**src/rtl/axi_prefetch_scheduler_pkg.sv**
```systemverilog
// Shared types and helpers for the prefetch-engine scheduler.
//   state_t        : scheduler FSM states (2-bit)
//   cmpl_status_t  : completion qualifiers returned with cmpl_valid
//   ERR_CNT_W      : width of the saturating error counter
//   clog2()        : ceil(log2(value)), 0 for value <= 1
package axi_prefetch_sched_pkg;

  localparam int unsigned ERR_CNT_W = 8;

  typedef enum logic [1:0] {
    IDLE   = 2'd0,
    LAUNCH = 2'd1,
    WAIT   = 2'd2,
    CMPL   = 2'd3
  } state_t;

  typedef struct packed {
    logic error;
    logic timeout;
  } cmpl_status_t;

  function automatic int unsigned clog2(input int unsigned value);
    int unsigned res;
    res = 0;
    while ((32'd1 << res) < value) res++;
    return res;
  endfunction

endpackage

```
**src/rtl/axi_prefetch_scheduler_if.sv**
```systemverilog
// Requester-side command/completion bundle of the prefetch scheduler.
//   req_valid/req_addr/req_len : packed per-requester commands (requester i at slice i)
//   req_ready                  : one-hot accept
//   cmpl_valid                 : one-hot completion pulse to the owning requester
//   cmpl_error/cmpl_timeout    : qualifiers of cmpl_valid
// master = command sources, slave = scheduler.
interface axi_prefetch_scheduler_if #(
  parameter int unsigned NUM_REQ    = 4,
  parameter int unsigned ADDR_WIDTH = 32,
  parameter int unsigned LEN_WIDTH  = 11
);
  logic [NUM_REQ-1:0]            req_valid;
  logic [NUM_REQ*ADDR_WIDTH-1:0] req_addr;
  logic [NUM_REQ*LEN_WIDTH-1:0]  req_len;
  logic [NUM_REQ-1:0]            req_ready;
  logic [NUM_REQ-1:0]            cmpl_valid;
  logic                          cmpl_error;
  logic                          cmpl_timeout;

  modport master (
    output req_valid, req_addr, req_len,
    input  req_ready, cmpl_valid, cmpl_error, cmpl_timeout
  );

  modport slave (
    input  req_valid, req_addr, req_len,
    output req_ready, cmpl_valid, cmpl_error, cmpl_timeout
  );
endinterface

```
**src/rtl/axi_prefetch_scheduler_rr_arbiter.sv**
```systemverilog
// Combinational round-robin arbiter.
//   req   : request vector
//   ptr   : last served requester; search starts at (ptr+1) mod NUM_REQ
//   grant : one-hot grant (zero when no request)
//   id    : encoded grant index
module rr_arbiter
  import axi_prefetch_sched_pkg::*;
#(
  parameter int unsigned NUM_REQ = 4,
  parameter int unsigned ID_W    = clog2(NUM_REQ)
) (
  input  logic [NUM_REQ-1:0] req,
  input  logic [ID_W-1:0]    ptr,
  output logic [NUM_REQ-1:0] grant,
  output logic [ID_W-1:0]    id
);

  logic [ID_W-1:0] idx;
  logic            found;

  // First requester at or after ptr+1, wrapping around.
  always_comb begin
    grant = '0;
    id    = '0;
    idx   = '0;
    found = 1'b0;
    for (int unsigned k = 1; k <= NUM_REQ; k++) begin
      idx = ID_W'((32'(ptr) + k) % NUM_REQ);
      if (!found && req[idx]) begin
        found      = 1'b1;
        grant[idx] = 1'b1;
        id         = idx;
      end
    end
  end

endmodule

```
**src/rtl/axi_prefetch_scheduler.sv**
```systemverilog
// Shares one prefetch engine between NUM_REQ requesters: round-robin picks a
// command, latches it, pulses INIT, waits for TXN_DONE under a watchdog and
// returns a one-hot completion with error/timeout status.
//   ACLK, ARESETN          : clock, async active-low reset
//   req_if (slave)         : requester commands and completions
//   eng_base_addr, eng_len : latched command to the engine
//   M00_AXI_INIT_AXI_TXN   : 1-cycle engine start pulse
//   M00_AXI_TXN_DONE/ERROR : engine completion level and error
//   busy                   : scheduler not in IDLE
//   err_count              : saturating count of error completions
module axi_prefetch_scheduler
  import axi_prefetch_sched_pkg::*;
#(
  parameter int unsigned NUM_REQ        = 4,
  parameter int unsigned ADDR_WIDTH     = 32,
  parameter int unsigned LEN_WIDTH      = 11,
  parameter int unsigned DONE_BLANK     = 4,
  parameter int unsigned TIMEOUT_CYCLES = 4096
) (
  input  logic                  ACLK,
  input  logic                  ARESETN,
  axi_prefetch_scheduler_if.slave req_if,
  output logic [ADDR_WIDTH-1:0] eng_base_addr,
  output logic [LEN_WIDTH-1:0]  eng_len,
  output logic                  M00_AXI_INIT_AXI_TXN,
  input  logic                  M00_AXI_TXN_DONE,
  input  logic                  M00_AXI_ERROR,
  output logic                  busy,
  output logic [ERR_CNT_W-1:0]  err_count
);

  localparam int unsigned ID_W   = clog2(NUM_REQ);
  localparam int unsigned WDOG_W = clog2(TIMEOUT_CYCLES);

  state_t              state;
  logic [ID_W-1:0]     rr_ptr;
  logic [ID_W-1:0]     grant_id;
  logic [WDOG_W-1:0]   wdog;
  logic [NUM_REQ-1:0]  arb_grant;
  logic [ID_W-1:0]     arb_id;
  logic [ADDR_WIDTH-1:0] sel_addr;
  logic [LEN_WIDTH-1:0]  sel_len;
  logic [NUM_REQ-1:0]  cmpl_valid_q;
  logic                cmpl_error_q;
  logic                cmpl_timeout_q;
  logic                done_seen;
  logic                timeout_hit;
  cmpl_status_t        wait_status;

  rr_arbiter #(.NUM_REQ(NUM_REQ), .ID_W(ID_W)) u_arb (
    .req   (req_if.req_valid),
    .ptr   (rr_ptr),
    .grant (arb_grant),
    .id    (arb_id)
  );

  assign req_if.req_ready    = (state == IDLE) ? arb_grant : '0;
  assign req_if.cmpl_valid   = cmpl_valid_q;
  assign req_if.cmpl_error   = cmpl_error_q;
  assign req_if.cmpl_timeout = cmpl_timeout_q;

  // Command slice of the current grantee.
  always_comb begin
    sel_addr = '0;
    sel_len  = '0;
    for (int i = 0; i < NUM_REQ; i++) begin
      if (arb_id == ID_W'(i)) begin
        sel_addr = req_if.req_addr[i*ADDR_WIDTH +: ADDR_WIDTH];
        sel_len  = req_if.req_len[i*LEN_WIDTH +: LEN_WIDTH];
      end
    end
  end

  // wdog holds the number of cycles since INIT rose; a DONE still high from
  // the previous transfer is ignored during the first DONE_BLANK cycles.
  assign done_seen   = M00_AXI_TXN_DONE && (wdog >= WDOG_W'(DONE_BLANK));
  assign timeout_hit = (wdog == WDOG_W'(TIMEOUT_CYCLES - 1));

  // DONE wins over a coincident timeout.
  always_comb begin
    wait_status = '{error: 1'b1, timeout: 1'b1};
    if (done_seen) wait_status = '{error: M00_AXI_ERROR, timeout: 1'b0};
  end

  // Scheduler FSM with registered outputs.
  always_ff @(posedge ACLK or negedge ARESETN) begin
    if (!ARESETN) begin
      state                <= IDLE;
      rr_ptr               <= ID_W'(NUM_REQ - 1);
      grant_id             <= '0;
      wdog                 <= '0;
      eng_base_addr        <= '0;
      eng_len              <= '0;
      M00_AXI_INIT_AXI_TXN <= 1'b0;
      cmpl_valid_q         <= '0;
      cmpl_error_q         <= 1'b0;
      cmpl_timeout_q       <= 1'b0;
      busy                 <= 1'b0;
      err_count            <= '0;
    end else begin
      M00_AXI_INIT_AXI_TXN <= 1'b0;
      cmpl_valid_q         <= '0;
      cmpl_error_q         <= 1'b0;
      cmpl_timeout_q       <= 1'b0;
      case (state)
        IDLE: begin
          if (|arb_grant) begin
            eng_base_addr <= sel_addr;
            eng_len       <= sel_len;
            grant_id      <= arb_id;
            wdog          <= '0;
            busy          <= 1'b1;
            if (sel_len != '0) begin
              state                <= LAUNCH;
              M00_AXI_INIT_AXI_TXN <= 1'b1;
            end else begin
              // Zero-length command completes without touching the engine.
              state        <= CMPL;
              cmpl_valid_q <= arb_grant;
            end
          end
        end
        LAUNCH: begin
          wdog  <= wdog + WDOG_W'(1);
          state <= WAIT;
        end
        WAIT: begin
          if (done_seen || timeout_hit) begin
            state          <= CMPL;
            cmpl_valid_q   <= NUM_REQ'(1) << grant_id;
            cmpl_error_q   <= wait_status.error;
            cmpl_timeout_q <= wait_status.timeout;
          end else begin
            wdog <= wdog + WDOG_W'(1);
          end
        end
        CMPL: begin
          rr_ptr <= grant_id;
          if (cmpl_error_q && (err_count != '1)) err_count <= err_count + ERR_CNT_W'(1);
          busy   <= 1'b0;
          state  <= IDLE;
        end
        default: state <= IDLE;
      endcase
    end
  end

endmodule
```
**src/flat_wrapper.sv**
```systemverilog
// flat-port wrapper written by rule: the top's interface ports become plain ports
module axi_prefetch_scheduler_flat import axi_prefetch_sched_pkg::*;
#(
  parameter int unsigned NUM_REQ        = 4,
  parameter int unsigned ADDR_WIDTH     = 32,
  parameter int unsigned LEN_WIDTH      = 11,
  parameter int unsigned DONE_BLANK     = 4,
  parameter int unsigned TIMEOUT_CYCLES = 4096
)
  (ACLK, ARESETN, eng_base_addr, eng_len, M00_AXI_INIT_AXI_TXN, M00_AXI_TXN_DONE, M00_AXI_ERROR, busy, err_count, req_if_req_valid, req_if_req_addr, req_if_req_len, req_if_req_ready, req_if_cmpl_valid, req_if_cmpl_error, req_if_cmpl_timeout);
  axi_prefetch_scheduler_if #(.NUM_REQ(NUM_REQ), .ADDR_WIDTH(ADDR_WIDTH), .LEN_WIDTH(LEN_WIDTH)) req_if_i ();
  input  logic ACLK;
  input  logic ARESETN;
  output logic [ADDR_WIDTH-1:0] eng_base_addr;
  output logic [LEN_WIDTH-1:0] eng_len;
  output logic M00_AXI_INIT_AXI_TXN;
  input  logic M00_AXI_TXN_DONE;
  input  logic M00_AXI_ERROR;
  output logic busy;
  output logic [ERR_CNT_W-1:0] err_count;
  input wire logic [$bits(req_if_i.req_valid)-1:0] req_if_req_valid;
  input wire logic [$bits(req_if_i.req_addr)-1:0] req_if_req_addr;
  input wire logic [$bits(req_if_i.req_len)-1:0] req_if_req_len;
  output wire logic [$bits(req_if_i.req_ready)-1:0] req_if_req_ready;
  output wire logic [$bits(req_if_i.cmpl_valid)-1:0] req_if_cmpl_valid;
  output wire logic [$bits(req_if_i.cmpl_error)-1:0] req_if_cmpl_error;
  output wire logic [$bits(req_if_i.cmpl_timeout)-1:0] req_if_cmpl_timeout;
  assign req_if_i.req_valid = req_if_req_valid;
  assign req_if_i.req_addr = req_if_req_addr;
  assign req_if_i.req_len = req_if_req_len;
  assign req_if_req_ready = req_if_i.req_ready;
  assign req_if_cmpl_valid = req_if_i.cmpl_valid;
  assign req_if_cmpl_error = req_if_i.cmpl_error;
  assign req_if_cmpl_timeout = req_if_i.cmpl_timeout;
  axi_prefetch_scheduler #(.NUM_REQ(NUM_REQ), .ADDR_WIDTH(ADDR_WIDTH), .LEN_WIDTH(LEN_WIDTH), .DONE_BLANK(DONE_BLANK), .TIMEOUT_CYCLES(TIMEOUT_CYCLES)) u_core (.ACLK(ACLK), .ARESETN(ARESETN), .req_if(req_if_i), .eng_base_addr(eng_base_addr), .eng_len(eng_len), .M00_AXI_INIT_AXI_TXN(M00_AXI_INIT_AXI_TXN), .M00_AXI_TXN_DONE(M00_AXI_TXN_DONE), .M00_AXI_ERROR(M00_AXI_ERROR), .busy(busy), .err_count(err_count));
endmodule
```
**config.mk**
```make
export PLATFORM = sky130hd
export DESIGN_NAME = axi_prefetch_scheduler_flat
export DESIGN_NICKNAME = d
export VERILOG_FILES = /design/src/rtl/axi_prefetch_scheduler_pkg.sv /design/src/rtl/axi_prefetch_scheduler_if.sv /design/src/rtl/axi_prefetch_scheduler_rr_arbiter.sv /design/src/rtl/axi_prefetch_scheduler.sv /design/src/flat_wrapper.sv
export SDC_FILE = /design/constraint.sdc
export NUM_CORES = 1
export LEC_CHECK = 0
export ABC_AREA = 1
export CORE_MARGIN = 2
export CORE_UTILIZATION = 44
export CTS_CLUSTER_DIAMETER = 30
export DETAILED_ROUTE_END_ITERATION = 10
export GPL_TIMING_DRIVEN = 0
export HOLD_SLACK_MARGIN = 0.06
export MAX_ROUTING_LAYER = met4
export PLACE_DENSITY = 0.86
export SETUP_SLACK_MARGIN = 0.5
export SLEW_MARGIN = 20
export SYNTH_ARGS = -nofsm -noshare
export SYNTH_HDL_FRONTEND = slang
export SYNTH_HIERARCHICAL = 1
export SYNTH_SLANG_ARGS = --single-unit
```
**constraint.sdc**
```tcl
create_clock -name ACLK -period 5.4 [get_ports ACLK]
set_input_delay 0.81 -clock ACLK [delete_from_list [all_inputs] [get_ports ACLK]]
set_output_delay 0.81 -clock ACLK [all_outputs]
set_load 0.02 [all_outputs]
```
Word-level counts from Yosys, hierarchy flattened
Cells that the tools add are included.

Register bits: 77. Bits of input ports: 180. Output and inout bits: 63. Logic and storage cells: 123.

Add/sub/neg operators: 6. $lt $le $gt $ge: 9. Eq/ne operators: 11. Shift operators: 1. Muxes and demuxes: 57. Bitwise operators: 3. Reductions and logical operators: 24.

Operators with widths (number): 32-bit two-way mux (4); 11-bit two-way mux (4); 12-bit one-hot mux with 3 select lines (1); 4-bit two-way mux (8); 12-bit two-way mux (2); 1-bit two-way mux (19); 2-bit two-way mux (8); 12-bit by 1-bit adder with 12-bit output (second input constant) (1); 12-bit == test (second input constant) (1); 12-bit by 3-bit >= comparator with 1-bit output (second input constant) (1); 2-bit by 3-bit less-than comparator with 1-bit output (second input constant) (4); 4-bit bitwise OR (3); 11-bit nonzero test (1); 1-bit logical AND (9); 8-bit by 1-bit adder with 8-bit output (second input constant) (1); 1-bit binary-select mux with 2-bit select (4); 1-bit demux with 2-bit select (4); 2-bit == test (second input constant) (4); 2-bit by 1-bit >= comparator with 1-bit output (second input constant) (4); 8-bit inequality test (second input constant) (1); 2-bit one-hot mux with 4 select lines (1); 4-bit one-hot mux with 2 select lines (1); 2-bit AND reduction (4); 2-bit by 1-bit adder with 2-bit output (second input constant) (2); 13 further kinds (19).

Logic depth before layout (Yosys ltp)
Gate-level depths: netlist of the first run.

Depth after elaboration: 22. Mapped depth: 20. Mapped depth without buffers: 19.

By module
Netlist of the first run, hierarchy kept.

Modules (own cells, without submodules): axi_prefetch_scheduler (times used 1, cells an instance 585, area an instance 4446.8 um^2); rr_arbiter (times used 1, cells an instance 75, area an instance 474.2 um^2).

Worst setup path after synthesis of the first run
No wires, ideal clock.

Path kind: register -> register. Start point: register u_core.rr_ptr[0]. End point: register u_core.state[1]. Library setup time: 77 ps. Data arrival time: 2662 ps. Required time: 5323 ps. Slack: 2660 ps. Cell stages (with the launch flop): 18. Buffers on the path: 1. Period minus slack after synthesis: 2740 ps. Cell sequence: dfstp_2 > inv_2 > ha_1 > inv_1 > nand2_4 > nand2_4 > clkinv_4 > nand2_1 > nor2_1 > a21oi_2 > nand2_2 > buf_6 > or2_0 > nand2_1 > nand2_2 > nor2_4 > nand4_1 > a21oi_1.

Cells in the longest elaborated chain, start to end: 22. Elaborated cells on any way between the ends: 67. Those cells by class: add/sub (4); order compare (8); eq/ne (4); mux (34); bitwise (3); reduce/logical (14).

RTL lines: start: declaration (line axi_prefetch_scheduler.sv:36) `logic [ID_W-1:0] rr_ptr;`; start signal: assignment (line axi_prefetch_scheduler.sv:89) `rr_ptr <= ID_W'(NUM_REQ - 1);`; start signal: assignment (line axi_prefetch_scheduler.sv:138) `rr_ptr <= grant_id;`; 2-bit by 1-bit adder with 2-bit output (line axi_prefetch_scheduler_rr_arbiter.sv:28) `idx = ID_W'((32'(ptr) + k) % NUM_REQ);`; 1-bit binary-select mux with 2-bit select (line axi_prefetch_scheduler_rr_arbiter.sv:29) `if (!found && req[idx]) begin`; 1-bit two-way mux (implied by the code) (line axi_prefetch_scheduler_rr_arbiter.sv:29); 1-bit two-way mux (line axi_prefetch_scheduler_rr_arbiter.sv:29); 1-bit logical NOT (line axi_prefetch_scheduler_rr_arbiter.sv:29); 1-bit logical AND (line axi_prefetch_scheduler_rr_arbiter.sv:29); 1-bit two-way mux (line axi_prefetch_scheduler_rr_arbiter.sv:29); 1-bit logical NOT (line axi_prefetch_scheduler_rr_arbiter.sv:29); (+5 left out); via u_core.arb_id[0] (line axi_prefetch_scheduler.sv:40) `logic [ID_W-1:0] arb_id;`; 2-bit logical NOT (line axi_prefetch_scheduler.sv:67) `if (arb_id == ID_W'(i)) begin`; 11-bit two-way mux (3 in series) (line axi_prefetch_scheduler.sv:67); 11-bit two-way mux (*) (line axi_prefetch_scheduler.sv:67); 11-bit nonzero test (*) (line axi_prefetch_scheduler.sv:113) `if (sel_len != '0) begin`; 2-bit two-way mux (*) (line axi_prefetch_scheduler.sv:113); 2-bit two-way mux (*) (line axi_prefetch_scheduler.sv:107) `if (|arb_grant) begin`; 2-bit one-hot mux with 4 select lines (*) (line axi_prefetch_scheduler.sv:105) `case (state)`; end signal: assignment (line axi_prefetch_scheduler.sv:114) `state <= LAUNCH;`; end signal: assignment (line axi_prefetch_scheduler.sv:118) `state <= CMPL;`; end signal: assignment (line axi_prefetch_scheduler.sv:125) `state <= WAIT;`; end: declaration (line axi_prefetch_scheduler.sv:35) `state_t state;`.

The timed path passes the listed nets; every way through them passes the cells marked *. The select of a mux whose other input is x is not followed. A chain may end at the register's enable or synchronous reset.

Final worst setup path of the first run
Start point: register u_core.rr_ptr[0]. End point: output port req_if_req_ready[0].

Cells in the longest elaborated chain, start to end: 14. Elaborated cells on any way between the ends: 49. Those cells by class: add/sub (4); order compare (8); mux (24); bitwise (3); reduce/logical (10).

RTL lines: branches (longest 12 deep; another with 2-bit by 3-bit less-than comparator with 1-bit output); 4-bit two-way mux (*) (line axi_prefetch_scheduler_rr_arbiter.sv:29); via u_core.arb_grant[0] (line axi_prefetch_scheduler.sv:39) `logic [NUM_REQ-1:0] arb_grant;`; 4-bit two-way mux (*) (line axi_prefetch_scheduler.sv:57) `assign req_if.req_ready = (state == IDLE) ? arb_grant : '0;`; end: declaration (line flat_wrapper.sv:24) `output wire logic [$bits(req_if_i.req_ready)-1:0] req_if_req_ready;`.

Mark *: on every way through the listed nets, which the timed path passes. The select of a mux whose other input is x is not followed.

==> results of run 1 <==
metrics by stage:
stage / setup WS [ps] / cells / instance area [µm²]
detailed placement: 1740 / 1043 / 7540
floorplan: 2660 / 660 / 4920
global route: 1430 / 1060 / 7770
global placement: 847 / 1042 / 7520
finish: 1620 / 1060 / 7770
CTS: 1630 / 1059 / 7760
registers in the layout, summed over array words and instances (netlist names):
signal and flops:
u_core/req_if.cmpl_timeout 1, u_core/grant_id 2, u_core/state 2, u_core/M00_AXI_INIT_AXI_TXN 1
u_core/eng_base_addr 32, u_core/err_count 8, u_core/req_if.cmpl_error 1, u_core/busy 1
u_core/eng_len 11, u_core/wdog 12, u_core/rr_ptr 2, u_core/req_if.cmpl_valid 4
layout by cell type, fill, tap and decap left out, drive strengths merged:
cell           instances
nor2                  43
a221oi                32
a31oi                  1
buf                   27
clkinv                 4
o31ai                  5
o21ai                 64
nand2                249
xor2                   7
nor3b                  1
nor3                   2
inv                   45
a21oi                 18
dfstp                  2
a21boi                 4
or2                    9
nand4                  5
o22ai                  1
clkdlybuf4s50        241
bufinv                 2
xnor2                  5
nand3                 49
ha                    14
clkbuf                14
diode                  1
dfrtp                 75
path summary, 6_finish.rpt:
check / startpoint / to / slack, ps / cells past startpoint
setup reg to reg: u_core/rr_ptr[0] / u_core/eng_base_addr[10] / 2040 / 16
max in group asynchronous: ARESETN / u_core/rr_ptr[1] / 4380 / 2
min in group ACLK: u_core/eng_base_addr[2] / u_core/eng_base_addr[2] / 490 / 2
hold reg to reg: u_core/eng_base_addr[2] / u_core/eng_base_addr[2] / 490 / 2
hold / removal: ARESETN / u_core/wdog[4] / 390 / 1
setup / recovery: u_core/rr_ptr[0] / req_if_req_ready[0] / 1620 / 11
routing by layer:
layer | wire length (µm) | vias up
li1 | - | 2695
met1 | 6780 | 2548
met2 | 8840 | 193
met3 | 854 | 27
met4 | 398 | 0
met5 | 0 | -
area by class of cell:
class                           instances  area [µm²]  area share, %
Clock buffer                            9         124           1.59
Clock inverter                          7        96.3           1.24
Inverter                               44         170           2.19
Tap cell                              140         175           2.26
Sequential cell                        77        1930           24.8
Multi-Input combinational cell        509        2660           34.2
Timing Repair Buffer                  243        2450           31.5
Buffer                                 30         164           2.11
Antenna cell                            1        2.50         0.0322
power breakdown:
| group | internal (µW) | total [µW] | switching [µW] |
|---|---|---|---|
| clock network | 263 | 490 | 227 |
| registers | 806 | 947 | 142 |
| logic | 1430 | 3880 | 2450 |
critical path, delay by kind of cell (launching register included):
family | cells | cell delay (ps)
flops | 1 | 680
simple gates | 6 | 670
buf+inv | 4 | 920
fa+ha+maj | 1 | 360
kinds of logic after synthesis:
kind of cell / Yosys count / synth area share, %
compound gates: 125 / 15.9
flops: 77 / 39.2
simple gates: 358 / 32.4
xor+xnor: 12 / 2.14
fa+ha+maj: 14 / 3.56
buf+inv: 74 / 6.79
==> flow_summary.html, run 1 <==
<table>
<tr><th>Metric</th><th>Value</th></tr>
<tr><th colspan="2">Logic synthesis</th></tr>
<tr><td>Async set or reset register ratio after synthesis</td><td>100%</td></tr>
<tr><td>Post-Synthesis Mean Instance Area</td><td>~7.5 µm²</td></tr>
<tr><td>Yosys warning total</td><td>6</td></tr>
<tr><td>Post-synthesis cell type count</td><td>37</td></tr>
<tr><td>Most used flip-flop cell after synthesis</td><td>dfrtp_1</td></tr>
<tr><td>Library cell with the highest instance count after synthesis</td><td>nand2_1</td></tr>
<tr><td>Cell area after synthesis</td><td>4920 µm²</td></tr>
<tr><td>Area leader, netlist</td><td>dfrtp_1</td></tr>
<tr><td>Count of state elements after synthesis</td><td>77</td></tr>
<tr><td>Nets in the synthesized netlist</td><td>854</td></tr>
<tr><td>Cell types with the largest area share after synthesis</td><td>dfrtp_1 (38%), nand2_1 (18%), a221oi_1 (5.7%), o21ai_0 (4.7%), nand3_1 (4.4%)</td></tr>
<tr><td>Most numerous cell types in the synthesized netlist</td><td>nand2_1 (236), dfrtp_1 (75), o21ai_0 (46), nand3_1 (43), inv_1 (39)</td></tr>
<tr><td>Number of enable-type register cells in the synthesized netlist</td><td>0</td></tr>
<tr><td>Seq/Total Area, Yosys</td><td>39.2%</td></tr>
<tr><td>Proportion of netlist area held by the largest area contributor</td><td>38.1%</td></tr>
<tr><td>Post-Syn Instances</td><td>660</td></tr>
<tr><th colspan="2">Clock tree</th></tr>
<tr><td>Total setup buffers inserted after CTS</td><td>0</td></tr>
<tr><td>TritonCTS clock tree</td><td>yes</td></tr>
<tr><td>Clock H-tree levels</td><td>3</td></tr>
<tr><td>CTS root buffer</td><td>clkbuf_8</td></tr>
<tr><td>Number of clock buffers inserted by TritonCTS</td><td>9</td></tr>
<tr><td>Clk Latency, worst-skew pair</td><td>350 ps</td></tr>
<tr><td>Total clock sinks</td><td>77</td></tr>
<tr><td>Clock transition time at the flip-flop clock pins of the worst setup and hold paths</td><td>90 ps</td></tr>
<tr><td>Post-CTS sizing</td><td>0</td></tr>
<tr><td>Hold bufs inserted after CTS</td><td>0</td></tr>
<tr><td>Number of buffers between clock root and the deepest sink</td><td>2</td></tr>
<tr><th colspan="2">Placed design</th></tr>
<tr><td>GPL Wtd Cong</td><td>0.898</td></tr>
<tr><td>DP Wirelength</td><td>between 10 and 15 mm</td></tr>
<tr><td>PortBufs</td><td>242</td></tr>
<tr><th colspan="2">Cells and area</th></tr>
<tr><td>Net count of the finished layout</td><td>between 1,000 and 1,500</td></tr>
<tr><td>Share of cells above drive strength 1</td><td>about 9.2%</td></tr>
<tr><td>Fill cell total of the finished layout</td><td>approximately 940</td></tr>
<tr><td>Area grow syn2layout</td><td>57.8%</td></tr>
<tr><td>Utilization after layout</td><td>between 70 and 80%</td></tr>
<tr><th colspan="2">STA</th></tr>
<tr><td>Relative slew margins</td><td>66.6%</td></tr>
<tr><td>Post-route minimum period</td><td>3780 ps</td></tr>
<tr><td>Max-slew violation total from the final report</td><td>0</td></tr>
<tr><td>Fmax achieved</td><td>264 MHz</td></tr>
<tr><td>Final Hold Fails</td><td>0</td></tr>
<tr><td>Layout Skew</td><td>roughly 12 ps</td></tr>
<tr><td>Setup repair after global routing missed its margin</td><td>false</td></tr>
<tr><td>Worst-Margin Slew</td><td>roughly 500 ps</td></tr>
<tr><td>Final number of setup-violating endpoints</td><td>0</td></tr>
<tr><td>Final critical-path share of the clock period</td><td>70.1%</td></tr>
<tr><td>WHS</td><td>389 ps</td></tr>
<tr><td>Sum of negative setup slack</td><td>0 ps</td></tr>
<tr><th colspan="2">Global route</th></tr>
<tr><td>Wire length of the first global-routing pass</td><td>between 20 and 30 mm</td></tr>
<tr><td>Number of global-route vias before repair</td><td>5,314</td></tr>
<tr><td>Busiest layer in global routing</td><td>met2</td></tr>
<tr><td>Met2 track demand over resource</td><td>49.7%</td></tr>
<tr><td>Global routing met3 resource utilization</td><td>5.39%</td></tr>
<tr><td>Largest net degree at the start of global routing</td><td>48</td></tr>
<tr><td>Initial antenna violation count</td><td>1</td></tr>
<tr><td>All-Layer GR Usage</td><td>28.6%</td></tr>
<tr><td>Overall overflow remaining after global route</td><td>0</td></tr>
<tr><td>GR Util met1</td><td>33.2%</td></tr>
<tr><th colspan="2">Die</th></tr>
<tr><td>Placement row count</td><td>38</td></tr>
<tr><td>Die Y</td><td>110 µm</td></tr>
<tr><td>Area of the placeable core</td><td>10,900 µm²</td></tr>
<tr><td>Die Outline Area</td><td>12,000 µm²</td></tr>
<tr><td>Starting Density</td><td>between 40% and 50%</td></tr>
<tr><td>Chip Width</td><td>110 µm</td></tr>
<tr><td>I/O pin count</td><td>243</td></tr>
<tr><th colspan="2">Pwr</th></tr>
<tr><td>Leakage power</td><td>0.00351 µW</td></tr>
<tr><td>Pwr dens</td><td>approximately 700 nW/µm²</td></tr>
<tr><td>VDD IR max</td><td>0.392 mV</td></tr>
<tr><td>Design Power</td><td>5320 µW</td></tr>
<tr><th colspan="2">Run status</th></tr>
<tr><td>Run status</td><td>completed</td></tr>
<tr><th colspan="2">Setup path</th></tr>
<tr><td>List of cells traversed by the critical path</td><td>inv_2 -&gt; ha_1 -&gt; inv_1 -&gt; nand2_1 -&gt; nand2_2 -&gt; nor2_4 -&gt; nand3_1 -&gt; nand3_1 -&gt; nand2_1 -&gt; inv_1 -&gt; clkdlybuf4s50_1</td></tr>
<tr><td>Critical path startpoint category</td><td>flip-flop</td></tr>
<tr><td>Maximum fanout encountered on the critical timing path</td><td>12</td></tr>
<tr><td>Req. time, crit path</td><td>about 4600 ps</td></tr>
<tr><td>Cell type of the slowest stage on the worst timing path</td><td>dfstp_2</td></tr>
<tr><td>Sort of element at the end of the critical path</td><td>primary output</td></tr>
<tr><td>Worst Path Arrival</td><td>2970 ps</td></tr>
<tr><td>CP Class</td><td>flip-flop to primary output</td></tr>
<tr><td>Stage delay of the slowest cell on the critical path</td><td>680 ps</td></tr>
<tr><th colspan="2">Route</th></tr>
<tr><td>Count of unresolved DRC violations after routing</td><td>0</td></tr>
<tr><td>Residual antenna-violating net count after detailed routing</td><td>0</td></tr>
<tr><td>First-pass iteration count of the detailed router</td><td>5</td></tr>
<tr><td>Detailed-route vias per instance</td><td>5.15</td></tr>
<tr><td>Initial DRC Count</td><td>300</td></tr>
<tr><td>Routed len/inst</td><td>15.9 µm</td></tr>
<tr><td>Total routed wirelength</td><td>16.9 mm</td></tr>
<tr><td>Total number of vias</td><td>5,463</td></tr>
<tr><th colspan="2">Job</th></tr>
<tr><td>Max_cap viols</td><td>0</td></tr>
<tr><th colspan="2">Min path</th></tr>
<tr><td>HP Class</td><td>input pin to async pin</td></tr>
</table>
Note: power is estimated with default switching activity, not from simulation.
==> inputs of run 2 (changes only) <==
CORE_UTILIZATION = 37   (was 44)
PLACE_DENSITY = 0.77   (was 0.86)
clock period = 3.25 ns   (was 5.4 ns; I/O delays follow)
==> run 2 against run 1 <==
  * The flow now stops in detailed routing
  * Global-route usage decreased by 2.0 points
  * Area after synthesis unchanged
  * Synthesized cell count unchanged
==> flow_summary.html, run 2 <==
<table>
<tr><th>Metric</th><th>Value</th></tr>
<tr><th colspan="2">Logic synthesis</th></tr>
<tr><td>Most used flip-flop cell after synthesis</td><td>dfrtp_1</td></tr>
<tr><td>Proportion of netlist area held by the largest area contributor</td><td>38.1% (unchanged)</td></tr>
<tr><td>Post-Synthesis Mean Instance Area</td><td>7.46 µm² (unchanged)</td></tr>
<tr><td>Count of state elements after synthesis</td><td>77 (unchanged)</td></tr>
<tr><td>Post-Synth XOR/XNOR Area</td><td>2.14% (unchanged)</td></tr>
<tr><td>Most numerous cell types in the synthesized netlist</td><td>nand2_1 (236), dfrtp_1 (75), o21ai_0 (46), nand3_1 (43), inv_1 (39)</td></tr>
<tr><td>Area leader, netlist</td><td>dfrtp_1</td></tr>
<tr><td>Cell types with the largest area share after synthesis</td><td>dfrtp_1 (38%), nand2_1 (18%), a221oi_1 (5.7%), o21ai_0 (4.7%), nand3_1 (4.4%)</td></tr>
<tr><td>Simple logic cell fraction of the synthesized area</td><td>32.4% (unchanged)</td></tr>
<tr><td>Main combinational cell family by area after synthesis</td><td>simple AND/OR/NAND/NOR gates</td></tr>
<tr><td>Fraction of synthesized area in multiplexers</td><td>0% (unchanged)</td></tr>
<tr><td>Post-synthesis cell type count</td><td>37 (unchanged)</td></tr>
<tr><td>Adder-cell share of the synthesized area</td><td>3.56% (unchanged)</td></tr>
<tr><td>Library cell with the highest instance count after synthesis</td><td>nand2_1</td></tr>
<tr><td>Nets in the synthesized netlist</td><td>854 (unchanged)</td></tr>
<tr><td>Async set or reset register ratio after synthesis</td><td>100% (unchanged)</td></tr>
<tr><td>Synth Area in Compound Gates</td><td>15.9% (unchanged)</td></tr>
<tr><td>Post-Syn Instances</td><td>660 (unchanged)</td></tr>
<tr><td>Cell area after synthesis</td><td>4920 µm² (unchanged)</td></tr>
<tr><td>Number of enable-type register cells in the synthesized netlist</td><td>0 (unchanged)</td></tr>
<tr><td>Seq/Total Area, Yosys</td><td>39.2% (unchanged)</td></tr>
<tr><td>Yosys warning total</td><td>6 (unchanged)</td></tr>
<tr><th colspan="2">Clock tree</th></tr>
<tr><td>CTS root buffer</td><td>clkbuf_16</td></tr>
<tr><td>Clock H-tree levels</td><td>3 (unchanged)</td></tr>
<tr><td>Number of buffers between clock root and the deepest sink</td><td>2 (unchanged)</td></tr>
<tr><td>Total clock sinks</td><td>77 (unchanged)</td></tr>
<tr><td>Hold bufs inserted after CTS</td><td>0 (unchanged)</td></tr>
<tr><td>Number of clock buffers inserted by TritonCTS</td><td>9 (unchanged)</td></tr>
<tr><th colspan="2">Die</th></tr>
<tr><td>Starting Density</td><td>37.5% (-7.7 points)</td></tr>
<tr><td>Die Y</td><td>119 µm (+8.7%)</td></tr>
<tr><td>I/O pin count</td><td>243 (unchanged)</td></tr>
<tr><td>Placement row count</td><td>42 (+11%)</td></tr>
<tr><td>Chip Width</td><td>119 µm (+8.7%)</td></tr>
<tr><th colspan="2">Global route</th></tr>
<tr><td>Overall overflow remaining after global route</td><td>0 (unchanged)</td></tr>
<tr><td>Wire length of the first global-routing pass</td><td>28.9 mm (+12%)</td></tr>
<tr><td>All-Layer GR Usage</td><td>26.7% (-2.0 points)</td></tr>
<tr><td>Number of global-route vias before repair</td><td>5,564 (+4.7%)</td></tr>
<tr><td>Largest net degree at the start of global routing</td><td>41 (-15%)</td></tr>
<tr><td>Initial antenna violation count</td><td>0 (-1)</td></tr>
<tr><th colspan="2">Placed design</th></tr>
<tr><td>DP Wirelength</td><td>14.1 mm (+3.8%)</td></tr>
<tr><td>PortBufs</td><td>242 (unchanged)</td></tr>
<tr><td>GPL Wtd Cong</td><td>0.914 (+1.8%)</td></tr>
<tr><td>Number of placed cells counting well taps</td><td>1,079 (+3.5%)</td></tr>
<tr><th colspan="2">STA</th></tr>
<tr><td>Endpoint pin with the least setup slack after global-route repair</td><td>u_core/state[1]$_DFFE_PN0P_/D</td></tr>
<tr><td>Kind of the worst endpoint</td><td>register data pin</td></tr>
<tr><th colspan="2">Run status</th></tr>
<tr><td>Run status</td><td>stopped before the end</td></tr>
<tr><td>Run-stopping error</td><td>[ERROR DRT-0255] Maze Route cannot find path of net ACLK in worker of routeBox ( 96600 0 ) ( 119325 48300 ).</td></tr>
<tr><td>Failed at</td><td>detailed routing</td></tr>
</table>
run 2: cell counts after synthesis:
Identical to the previous run, type by type.
run 2: through the flow:
| step | hold slack, ps | setup TNS (ps) | cell area [µm²] | worst slack, ps | util, % |
|---|---|---|---|---|---|
| after floorplan | 192 | 0 | 4920 | 510 | - |
| after global placement | 465 | -81250 | 7560 | -1090 | 57.6 |
| after detailed placement | 474 | -484 | 7580 | -90.6 | 57.7 |
| after CTS | 123 | 0 | 8200 | 454 | 62.4 |
| after global routing | 157 | 0 | 8670 | 270 | 66.0 |
run 2: what timing repair did:
| item | in CTS | in global routing |
|---|---|---|
| pin swaps | 25 | 20 |
| setup buffers | 21 | 16 |
| cloned | 0 | 1 |
| gates resized for setup | 54 | 106 |
| hold endpoints to repair | 0 | 0 |
| endpoints found under the setup margin | 65 | 65 |
run 2: cells by family after synthesis:
group / after synthesis
flops: 77
buf+inv: 74
xor+xnor: 12
compound gates: 125
simple gates: 358
fa+ha+maj: 14
run 2: layer usage:
metal  global-route usage, %
met1                    31.4
met2                    46.3
met3                    5.99
met4                    6.69
met5                       -
==> inputs of run 3 (changes only) <==
CORE_UTILIZATION = 36   (was 37)
CTS_CLUSTER_DIAMETER = not set   (was 30)
HOLD_SLACK_MARGIN = not set   (was 0.06)
MAX_ROUTING_LAYER = not set   (was met4)
PLACE_DENSITY = not set   (was 0.77)
PLACE_DENSITY_LB_ADDON = 0.15   (was not set)
SETUP_SLACK_MARGIN = not set   (was 0.5)
clock period = 4.23 ns   (was 3.25 ns; I/O delays follow)
==> run 3 against run 2 <==
  * The run now ends clean
  * Global-route usage is 1.9 points lower
==> flow_summary.html, run 3 (same netlist as run 1, synthesis figures left out) <==
<table>
<tr><th>Metric</th><th>Value</th></tr>
<tr><th colspan="2">Cells and area</th></tr>
<tr><td>Largest registers in the final layout</td><td>u_core/eng_base_addr (32), u_core/wdog (12), u_core/eng_len (11)</td></tr>
<tr><td>Area grow syn2layout</td><td>59.8%</td></tr>
<tr><td>Final std cells w/o fill</td><td>1,095</td></tr>
<tr><td>Net count of the finished layout</td><td>1,108</td></tr>
<tr><td>Most frequent standard cell in the layout excluding fill and tap cells</td><td>clkdlybuf4s50_1</td></tr>
<tr><td>Number of diodes</td><td>0</td></tr>
<tr><td>Max FFs per register</td><td>32</td></tr>
<tr><td>Utilization after layout</td><td>~59%</td></tr>
<tr><td>Share of cells above drive strength 1</td><td>9.25%</td></tr>
<tr><td>Top library cells by usage in the layout, fill and taps aside</td><td>clkdlybuf4s50_1 (241), nand2_1 (236), dfrtp_1 (75)</td></tr>
<tr><td>Reg with most FFs</td><td>u_core/eng_base_addr</td></tr>
<tr><td>Fill cell total of the finished layout</td><td>approximately 1,300</td></tr>
<tr><th colspan="2">Setup path</th></tr>
<tr><td>Stage delay of the slowest cell on the critical path</td><td>~680 ps</td></tr>
<tr><td>Sort of element at the end of the critical path</td><td>primary output</td></tr>
<tr><td>List of cells traversed by the critical path</td><td>inv_2 -&gt; ha_1 -&gt; inv_1 -&gt; nand2_4 -&gt; a21boi_0 -&gt; a21oi_1 -&gt; nand3_1 -&gt; nand2_1 -&gt; inv_1 -&gt; clkdlybuf4s50_1</td></tr>
<tr><td>Crit path max-delay family</td><td>buffers and inverters</td></tr>
<tr><td>Buffering stage count on the worst path with inverters included</td><td>4</td></tr>
<tr><td>Cell repeated most along the worst path</td><td>inv_1</td></tr>
<tr><td>Req. time, crit path</td><td>3600 ps</td></tr>
<tr><td>Cell type of the slowest stage on the worst timing path</td><td>dfstp_2</td></tr>
<tr><td>CP Class</td><td>flip-flop to primary output</td></tr>
<tr><td>Critical path startpoint category</td><td>flip-flop</td></tr>
<tr><td>Worst Path Arrival</td><td>3050 ps</td></tr>
<tr><td>Maximum fanout encountered on the critical timing path</td><td>12</td></tr>
<tr><th colspan="2">Global route</th></tr>
<tr><td>Wire length of the first global-routing pass</td><td>28.2 mm (-2.4%)</td></tr>
<tr><td>All-Layer GR Usage</td><td>24.7% (-1.9 points)</td></tr>
<tr><td>Overall overflow remaining after global route</td><td>0 (unchanged)</td></tr>
<tr><td>Initial antenna violation count</td><td>1 (+1)</td></tr>
<tr><td>Largest net degree at the start of global routing</td><td>46 (+12%)</td></tr>
<tr><td>Number of global-route vias before repair</td><td>5,498 (-1.2%)</td></tr>
<tr><th colspan="2">STA</th></tr>
<tr><td>Final number of setup-violating endpoints</td><td>0</td></tr>
<tr><td>WHS</td><td>between 200 and 250 ps</td></tr>
<tr><td>Post-route minimum period</td><td>3690 ps</td></tr>
<tr><td>Fmax achieved</td><td>271 MHz</td></tr>
<tr><td>Max-slew violation total from the final report</td><td>0</td></tr>
<tr><td>Relative slew margins</td><td>66.0%</td></tr>
<tr><td>Final critical-path share of the clock period</td><td>87.1%</td></tr>
<tr><td>Worst-Margin Slew</td><td>approximately 510 ps</td></tr>
<tr><td>Sum of negative setup slack</td><td>0 ps</td></tr>
<tr><td>Final worst slack</td><td>about 540 ps</td></tr>
<tr><td>Final Hold Fails</td><td>0</td></tr>
<tr><td>Setup repair after global routing missed its margin</td><td>false</td></tr>
<tr><td>Layout Skew</td><td>slightly below 6 ps</td></tr>
<tr><th colspan="2">Placed design</th></tr>
<tr><td>Number of placed cells counting well taps</td><td>1,079 (unchanged)</td></tr>
<tr><td>DP Wirelength</td><td>14.7 mm (+4.4%)</td></tr>
<tr><td>Worst slack at placement</td><td>842 ps (+932 ps)</td></tr>
<tr><td>GPL Wtd Cong</td><td>0.893 (-2.3%)</td></tr>
<tr><td>PortBufs</td><td>242 (unchanged)</td></tr>
<tr><th colspan="2">Route</th></tr>
<tr><td>Amount of wire on met3 after detailed routing</td><td>between 1 and 1.5 mm</td></tr>
<tr><td>Routed length on met2</td><td>9.26 mm</td></tr>
<tr><td>Detailed-route vias per instance</td><td>5.09</td></tr>
<tr><td>Total number of vias</td><td>5,572</td></tr>
<tr><td>First-pass iteration count of the detailed router</td><td>5</td></tr>
<tr><td>Residual antenna-violating net count after detailed routing</td><td>0</td></tr>
<tr><td>Count of unresolved DRC violations after routing</td><td>0</td></tr>
<tr><td>Initial DRC Count</td><td>343</td></tr>
<tr><td>Total routed wirelength</td><td>about 18 mm</td></tr>
<tr><td>Detailed-route wire length on metal 1</td><td>7.41 mm</td></tr>
<tr><td>Routed len/inst</td><td>around 17 µm</td></tr>
<tr><td>Highest signal layer in the routed design</td><td>met5</td></tr>
<tr><th colspan="2">Clock tree</th></tr>
<tr><td>Number of clock buffers inserted by TritonCTS</td><td>9 (unchanged)</td></tr>
<tr><td>TritonCTS clock tree</td><td>yes</td></tr>
<tr><td>Number of buffers between clock root and the deepest sink</td><td>2 (unchanged)</td></tr>
<tr><td>Hold bufs inserted after CTS</td><td>0 (unchanged)</td></tr>
<tr><td>Total clock sinks</td><td>77 (unchanged)</td></tr>
<tr><td>Clock transition time at the flip-flop clock pins of the worst setup and hold paths</td><td>approximately 60 ps</td></tr>
<tr><td>Post-CTS sizing</td><td>0 (-100%)</td></tr>
<tr><td>Clock H-tree levels</td><td>3 (unchanged)</td></tr>
<tr><td>Clk Latency, worst-skew pair</td><td>330 ps</td></tr>
<tr><td>Total setup buffers inserted after CTS</td><td>0 (-100%)</td></tr>
<tr><td>CTS root buffer</td><td>clkbuf_16</td></tr>
<tr><th colspan="2">Die</th></tr>
<tr><td>Die Y</td><td>121 µm (+1.3%)</td></tr>
<tr><td>Placement row count</td><td>42 (unchanged)</td></tr>
<tr><td>Starting Density</td><td>37.0% (-0.44 points)</td></tr>
<tr><td>Area of the placeable core</td><td>13,300 µm²</td></tr>
<tr><td>Die Outline Area</td><td>14,600 µm²</td></tr>
<tr><td>I/O pin count</td><td>243 (unchanged)</td></tr>
<tr><td>Chip Width</td><td>121 µm (+1.3%)</td></tr>
<tr><th colspan="2">Pwr</th></tr>
<tr><td>Leakage power</td><td>approximately 0.0035 µW</td></tr>
<tr><td>Pwr dens</td><td>between 800 and 900 nW/µm²</td></tr>
<tr><td>VDD IR max</td><td>0.482 mV</td></tr>
<tr><th colspan="2">Run status</th></tr>
<tr><td>Run status</td><td>completed</td></tr>
<tr><th colspan="2">Min path</th></tr>
<tr><td>HP Class</td><td>input pin to async pin</td></tr>
<tr><th colspan="2">Job</th></tr>
<tr><td>Max_cap viols</td><td>0</td></tr>
</table>
-- run 3: path summary, 6_finish.rpt --
kind | from | to | slack (ps) | depth (start not counted)
worst max-delay path | u_core/rr_ptr[0] | req_if_req_ready[3] | 540 | 10
worst min-delay path | ARESETN | u_core/wdog[4] | 240 | 1
worst max register to register | u_core/rr_ptr[1] | u_core/eng_base_addr[26] | 760 | 15
worst min register to register | u_core/eng_len[10] | u_core/eng_len[10] | 480 | 2
max in group asynchronous | ARESETN | u_core/rr_ptr[0] | 3380 | 2
min in group ACLK | u_core/eng_len[10] | u_core/eng_len[10] | 480 | 2
-- run 3: layout make-up --
cell class	instances	area [µm²]	share of cell area, %
buffer	30	164	2.08
timing repair buffer	243	2450	31.1
inverter	44	170	2.16
clock buffer	10	239	3.04
tap	176	220	2.80
clock inverter	6	36.3	0.461
multi-input combinational	509	2660	33.8
sequential	77	1930	24.5
-- run 3: metal layers --
| metal | vias to the layer above | global-route usage, % |
|---|---|---|
| li1 | 2691 | - |
| met1 | 2631 | 29.8 |
| met2 | 221 | 43.3 |
| met3 | 27 | 6.34 |
| met4 | 2 | 7.34 |
| met5 | - | 0 |
-- run 3: worst reg2reg max path: cells and delay by family (launching register included) --
kind	cells	cell delay [ps]
and+or+nand+nor	7	920
buffers and inverters	4	840
DFF	1	650
AOI/OAI and AO/OA	3	600
adders and majority gates	1	380
-- run 3: stage by stage --
stage | total power, µW | cell area (µm²)
finish | 7010 | 7860
global route | 7570 | 7860
CTS | 6990 | 7860
detailed placement | 6250 | 7590
global placement | 6140 | 7560
floorplan | 4460 | 4920
-- run 3: where the power goes --
part | internal [µW] | switching [µW] | total (µW)
clock network | 411 | 302 | 713
registers | 1030 | 186 | 1220
logic | 1830 | 3250 | 5080
total | 3270 | 3740 | 7010
